**src/rtl/query_patch_loader.sv**
```systemverilog
// -----------------------------------------------------------------------------
// query_patch_loader
//
// Purpose:
//   Drains the show-ahead input FIFO and packs each group of PATCH_SIZE
//   consecutive words into one query patch. Each patch is written to port 0
//   of the query-patch SRAM. After NUM_QUERYS patches have been written the
//   block raises `done` and holds it until the next `start`.
//
// Optional feature (compile-time macro):
//   QP_LOADER_CHECKSUM_EN - when defined, `checksum` is a running XOR of every
//                           dequeued word. When undefined, `checksum` is tied
//                           to 0 and no checksum register is built.
//
// Ports:
//   clk            in   single clock
//   rst_n          in   asynchronous active-low reset
//   start          in   one-cycle pulse that begins a load (ignored while busy)
//   fifo_rdata     in   FIFO head word (show-ahead)
//   fifo_rempty_n  in   FIFO holds at least one word
//   fifo_deq       out  pop the FIFO head at this clock edge
//   qp_mem_csb0    out  SRAM chip select, active-low
//   qp_mem_web0    out  SRAM write enable, active-low
//   qp_mem_addr0   out  patch address
//   qp_mem_wpatch0 out  patch write data (word 0 in the LSBs)
//   busy           out  load in progress (LOAD or WRITE)
//   done           out  all NUM_QUERYS patches written
//   checksum       out  running XOR of dequeued words (or 0)
// -----------------------------------------------------------------------------
module query_patch_loader #(
    parameter int DATA_WIDTH = 11,
    parameter int PATCH_SIZE = 5,
    parameter int NUM_QUERYS = 494,
    parameter int ADDR_WIDTH = 9
) (
    input  logic                             clk,
    input  logic                             rst_n,
    input  logic                             start,
    input  logic [DATA_WIDTH-1:0]            fifo_rdata,
    input  logic                             fifo_rempty_n,
    output logic                             fifo_deq,
    output logic                             qp_mem_csb0,
    output logic                             qp_mem_web0,
    output logic [ADDR_WIDTH-1:0]            qp_mem_addr0,
    output logic [DATA_WIDTH*PATCH_SIZE-1:0] qp_mem_wpatch0,
    output logic                             busy,
    output logic                             done,
    output logic [DATA_WIDTH-1:0]            checksum
);

    localparam int PW  = DATA_WIDTH * PATCH_SIZE;
    localparam int WCW = (PATCH_SIZE > 1) ? $clog2(PATCH_SIZE) : 1;
    localparam logic [WCW-1:0]        LAST_WORD  = WCW'(PATCH_SIZE - 1);
    localparam logic [ADDR_WIDTH-1:0] LAST_PATCH = ADDR_WIDTH'(NUM_QUERYS - 1);

    typedef enum logic [1:0] {
        S_IDLE,
        S_LOAD,
        S_WRITE,
        S_DONE
    } state_t;

    state_t                  state_q;
    logic [WCW-1:0]          word_cnt_q;
    logic [ADDR_WIDTH-1:0]   patch_cnt_q;
    logic [PW-1:0]           patch_q;
    logic [PW-1:0]           patch_d;
    logic                    csb_q;
    logic                    web_q;
    logic [ADDR_WIDTH-1:0]   addr_q;
    logic [PW-1:0]           wpatch_q;
    logic                    done_q;
    logic                    start_ok;

    // Dequeue straight from the registered state so a continuously
    // non-empty FIFO is drained with no bubble between words.
    assign fifo_deq = (state_q == S_LOAD) && fifo_rempty_n;
    assign busy     = (state_q == S_LOAD) || (state_q == S_WRITE);
    assign start_ok = start && !busy;

    assign qp_mem_csb0    = csb_q;
    assign qp_mem_web0    = web_q;
    assign qp_mem_addr0   = addr_q;
    assign qp_mem_wpatch0 = wpatch_q;
    assign done           = done_q;

    // Patch register with the current head word merged into lane word_cnt.
    // Used both to update the patch and to capture the completed patch into
    // the write-data register on the last word, so WRITE can follow directly.
    always_comb begin
        patch_d = patch_q;
        for (int i = 0; i < PATCH_SIZE; i++) begin
            if (word_cnt_q == WCW'(i)) begin
                patch_d[i*DATA_WIDTH +: DATA_WIDTH] = fifo_rdata;
            end
        end
    end

    always_ff @(posedge clk or negedge rst_n) begin
        if (!rst_n) begin
            state_q     <= S_IDLE;
            word_cnt_q  <= '0;
            patch_cnt_q <= '0;
            patch_q     <= '0;
            csb_q       <= 1'b1;
            web_q       <= 1'b1;
            addr_q      <= '0;
            wpatch_q    <= '0;
            done_q      <= 1'b0;
        end else begin
            // SRAM strobes are asserted only for the single WRITE cycle.
            csb_q <= 1'b1;
            web_q <= 1'b1;
            case (state_q)
                S_IDLE, S_DONE: begin
                    if (start) begin
                        word_cnt_q  <= '0;
                        patch_cnt_q <= '0;
                        done_q      <= 1'b0;
                        state_q     <= S_LOAD;
                    end
                end
                S_LOAD: begin
                    if (fifo_rempty_n) begin
                        patch_q <= patch_d;
                        if (word_cnt_q == LAST_WORD) begin
                            word_cnt_q <= '0;
                            state_q    <= S_WRITE;
                            csb_q      <= 1'b0;
                            web_q      <= 1'b0;
                            addr_q     <= patch_cnt_q;
                            wpatch_q   <= patch_d;
                        end else begin
                            word_cnt_q <= word_cnt_q + WCW'(1);
                        end
                    end
                end
                S_WRITE: begin
                    if (patch_cnt_q == LAST_PATCH) begin
                        state_q <= S_DONE;
                        done_q  <= 1'b1;
                    end else begin
                        patch_cnt_q <= patch_cnt_q + ADDR_WIDTH'(1);
                        state_q     <= S_LOAD;
                    end
                end
                default: state_q <= S_IDLE;
            endcase
        end
    end

`ifdef QP_LOADER_CHECKSUM_EN
    logic [DATA_WIDTH-1:0] checksum_q;

    always_ff @(posedge clk or negedge rst_n) begin
        if (!rst_n) begin
            checksum_q <= '0;
        end else if (start_ok) begin
            checksum_q <= '0;
        end else if (fifo_deq) begin
            checksum_q <= checksum_q ^ fifo_rdata;
        end
    end

    assign checksum = checksum_q;
`else
    assign checksum = '0;
`endif

endmodule

```
**config.mk**
```make
export PLATFORM = sky130hd
export DESIGN_NAME = query_patch_loader
export DESIGN_NICKNAME = d
export VERILOG_FILES = /design/src/rtl/query_patch_loader.sv
export SDC_FILE = /design/constraint.sdc
export NUM_CORES = 1
export LEC_CHECK = 0
export CORE_ASPECT_RATIO = 0.6
export CORE_UTILIZATION = 30
export CTS_CLUSTER_SIZE = 28
export DETAILED_ROUTE_END_ITERATION = 12
export PLACE_DENSITY = 0.51
export SLEW_MARGIN = 5
export SYNTH_ARGS = -nofsm -noshare
export SYNTH_HDL_FRONTEND = slang
export SYNTH_SLANG_ARGS = --single-unit
export TNS_END_PERCENT = 50
```
**constraint.sdc**
```tcl
create_clock -name clk -period 2.4 [get_ports clk]
set_input_delay 0.6 -clock clk [delete_from_list [all_inputs] [get_ports clk]]
set_output_delay 0.6 -clock clk [all_outputs]
set_load 0.02 [all_outputs]
```
==> key figures <==
Timing
  • Worst Clk Skew: 0.00857 ns
  • Crit share post-route: 92.4%
  • Period minus WS final: 2.22 ns
  • Min setup slack post-route: 0.182 ns
  • Worst Tran Pin Value: 0.547 ns
  • Slew Viols, Final: 0
  • Fmax achieved: 0.451 GHz
  • Hold Vio Cnt, Final: 0
  • Endpoints failing setup: 0
  • Relative slew slack: 63.4%
  • Setup_tns: 0 ns
  • RSZ-0062 raised after global routing: no

Routing
  • Avg WL per Cell: 16.0 um
  • Via density: ~4.5
  • DRC: 0
  • Via count: 3630
  • Drt total wl: 12900 um
  • Antenna viol nets, final: 0
  • DRT iter0 DRCs: about 220
  • TritonRoute pass-1 iters: 4

Place
  • Routability cong.: 0.771
  • Final HPWL DP: between 8000 and 9000 um
  • Port bufs: 83
  • Dpl ws: between 0.1 and 0.15 ns

Floorplan
  • Initial cell density of the core: 31.3%
  • Core area: about 17000 um^2
  • Io pins: 95
  • Die height: slightly above 100 um
  • DIE AREA: about 18000 um^2
  • FP Rows: 36
  • Die width: about 170 um

Global route
  • Initial antenna violation count: 0
  • Global-route wire length before repair: 20800 um
  • Largest net degree at the start of global routing: 69
  • Total congestion overflow: 0
  • Vias in the first global route: 3684
  • All-layer global routing usage: between 10% and 20%

Power and ir drop
  • Sw Share: 31.9%
  • Internal: 6.14 mW
  • NetSw: 2.88 mW
  • Leak Pwr: 3.26 nW
  • Power share of the clock group: 30.1%
  • Reg power frac: 37.6%
  • Combinational Power Share: 32.3%
  • Pwr Density: 1320 nW/um^2
  • Peak supply drop: 0.511 mV

Setup path
  • Slowest CP cell: ha_1
  • Crit Path Max Fanout: 6
  • CP peak stage delay: 0.36 ns
  • R2r endpoint: patch_cnt_q[2]
  • Reg2reg path depth: 7
  • Worst EP required: 1.80 ns
  • Worst path cell trace: inv_1, ha_1, inv_1, dlygate4sd2_1
  • R2R Setup Slk: 0.47 ns
  • Worst setup path class: reg -> out
  • Critical Path AT: 1.62 ns
  • Critical Path Sink Type: output port
  • CP dominant cell by count: inv_1
  • Worst setup SP type: flop
  • RR Startpoint: state_q[0]

Synth
  • Post-synthesis mux area share: 12.6%
  • Adder-cell area share of the yosys netlist: under 10%
  • Synth Area in Simple Gates: 16.5%
  • Synth cell count leaders: nand2_1 (179), dfrtp_1 (123), mux2_2 (47)
  • Synth unique cells: 40
  • Largest family of logic cells by synthesized area: simple AND/OR/NAND/NOR gates
  • XOR/XNOR Fraction of Synth Area: 0.339%
  • Mapped cell area: slightly above 5000 um^2
  • Post-synth EDFFs: 0
  • Synth warn: 0
  • Most numerous cell in the Yosys netlist: nand2_1
  • Synth area leaders: dfrtp_1 (60%), nand2_1 (13%), mux2_2 (10%), mux2i_1 (2.3%), ha_1 (2.2%)
  • Post-synthesis sequential area ratio: 60.0%
  • Synth Instances: 479
  • Synth Area in Compound Gates: 4.11%
  • Synth async-reset ratio: 100%
  • #FFs+latches synth: approximately 120
  • Avg Inst Size Synth: ~11 um^2
  • Post-synth top area cell: dfrtp_1
  • Main synth FF type: dfrtp_1
  • Synth top area share: slightly below 60%

CTS
  • Setup Fix Bufs, Post-CTS: 0
  • Max Buffers Root-to-Sink: 2
  • Total CTS buffers: 17
  • Clock-pin slew on the worst setup and hold paths: 0.06 ns
  • Clock root buffer: clkbuf_16
  • CTS Hold Buffers Added: 0
  • Num Clock Sinks: 124
  • Worst-skew pair later-pin latency: around 0.41 ns
  • CTS tree: built
  • CTS H-tree lvls: 4
  • Post-CTS resize count: 1

Final layout
  • Fin nets: 592
  • # diodes: 0
  • Filler Cell Count: 1597
  • Final Core Density: 41.4%
  • P&R area growth vs syn: 32.3%
  • Layout cells sized above 1: 16.4%

Worst hold path
  • Type of the most critical hold path: in -> async

Flow run
  • Max-cap viol count: 0

Outcome
  • Status: completed
## flip-flops by register name, indices dropped and copies added, names as in the netlist
signal and count:
done 1, qp_mem_wpatch0 55, state_q 2, word_cnt_q 3, patch_cnt_q 9, qp_mem_web0 1
patch_q 44, qp_mem_addr0 9
## critical path: cells and delay by family, from the launching register on
kind	cells	cell delay (ns)
buffers and inverters	3	0.51
adders and majority gates	1	0.36
DFF	1	0.35
## metrics by stage
step	instance area [um^2]	std cells	hold WS (ns)	power (mW)
after floorplan	5210	489	0.304	5.03
after global placement	6230	777	0.448	6.29
after detailed placement	6230	777	0.450	6.36
after CTS	6840	807	0.125	9.11
after global routing	6840	807	0.141	9.55
final	6840	807	0.124	9.02
## power groups by stage
stage / clock, mW / combinational, mW / sequential [mW]
2_1_floorplan: 0 / 1.22 / 3.80
3_3_place_gp: 0 / 2.88 / 3.40
3_5_place_dp: 0 / 2.94 / 3.43
4_1_cts: 2.76 / 2.95 / 3.40
5_1_grt: 2.87 / 3.18 / 3.50
6_report: 2.71 / 2.91 / 3.39
## metal layers
metal / track usage (%) / vias up / wire length, um
li1: - / 1716 / -
met1: 24.2 / 1818 / 6860
met2: 20.4 / 83 / 5260
met3: 3.82 / 13 / 604
met4: 5.61 / 0 / 146
met5: 0 / - / 0
## placed cells by master (no fill, tap or decap), drive strengths merged, types with 2 or more instances in the layout
cell type | Yosys | routed
clkbuf | 11 | 23
o21ai | 15 | 15
nor3 | 4 | 4
mux2i | 12 | 12
and3 | 4 | 4
buf | 22 | 12
mux2 | 47 | 47
nor2 | 5 | 5
nand2 | 180 | 180
nand3 | 6 | 6
o22ai | 2 | 2
ha | 9 | 9
xnor2 | 2 | 2
dfrtp | 123 | 123
nand2b | 2 | 2
and4 | 2 | 2
conb | 1 | 11
bufinv | 0 | 4
clkinv | 0 | 2
a22o | 2 | 2
a21oi | 5 | 5
clkdlybuf4s50 | 0 | 80
inv | 10 | 10
a211o | 4 | 4
## kinds of logic after synthesis
logic type / count (synthesis)
AND/OR/NAND/NOR: 208
multiplexers: 59
flip-flops: 124
AO/OA/AOI/OAI: 33
XOR/XNOR: 2
other: 1
adder cells (fa/ha/maj): 9
buffers and inverters: 43
## layout make-up
class / instances / area (um^2) / share of cell area (%)
Sequential cell: 124 / 3100 / 45.4
Multi-Input combinational cell: 322 / 1890 / 27.6
Timing Repair Buffer: 93 / 912 / 13.3
Clock buffer: 23 / 478 / 6.99
Tap cell: 228 / 285 / 4.17
Clock inverter: 7 / 138 / 2.01
Inverter: 10 / 37.5 / 0.549
## worst max path at each step
stage | from | to | slack, ns | cells past startpoint
global route | state_q[0] | busy | 0.02 | 4
global placement | fifo_rempty_n | patch_q[14] | 0.21 | 5
detailed placement | fifo_rempty_n | patch_q[21] | 0.15 | 5
floorplan | state_q[0] | patch_cnt_q[5] | 0.74 | 6
CTS | state_q[0] | busy | 0.14 | 4
finish | state_q[0] | busy | 0.18 | 4
(Power assumes the default switching activity.)
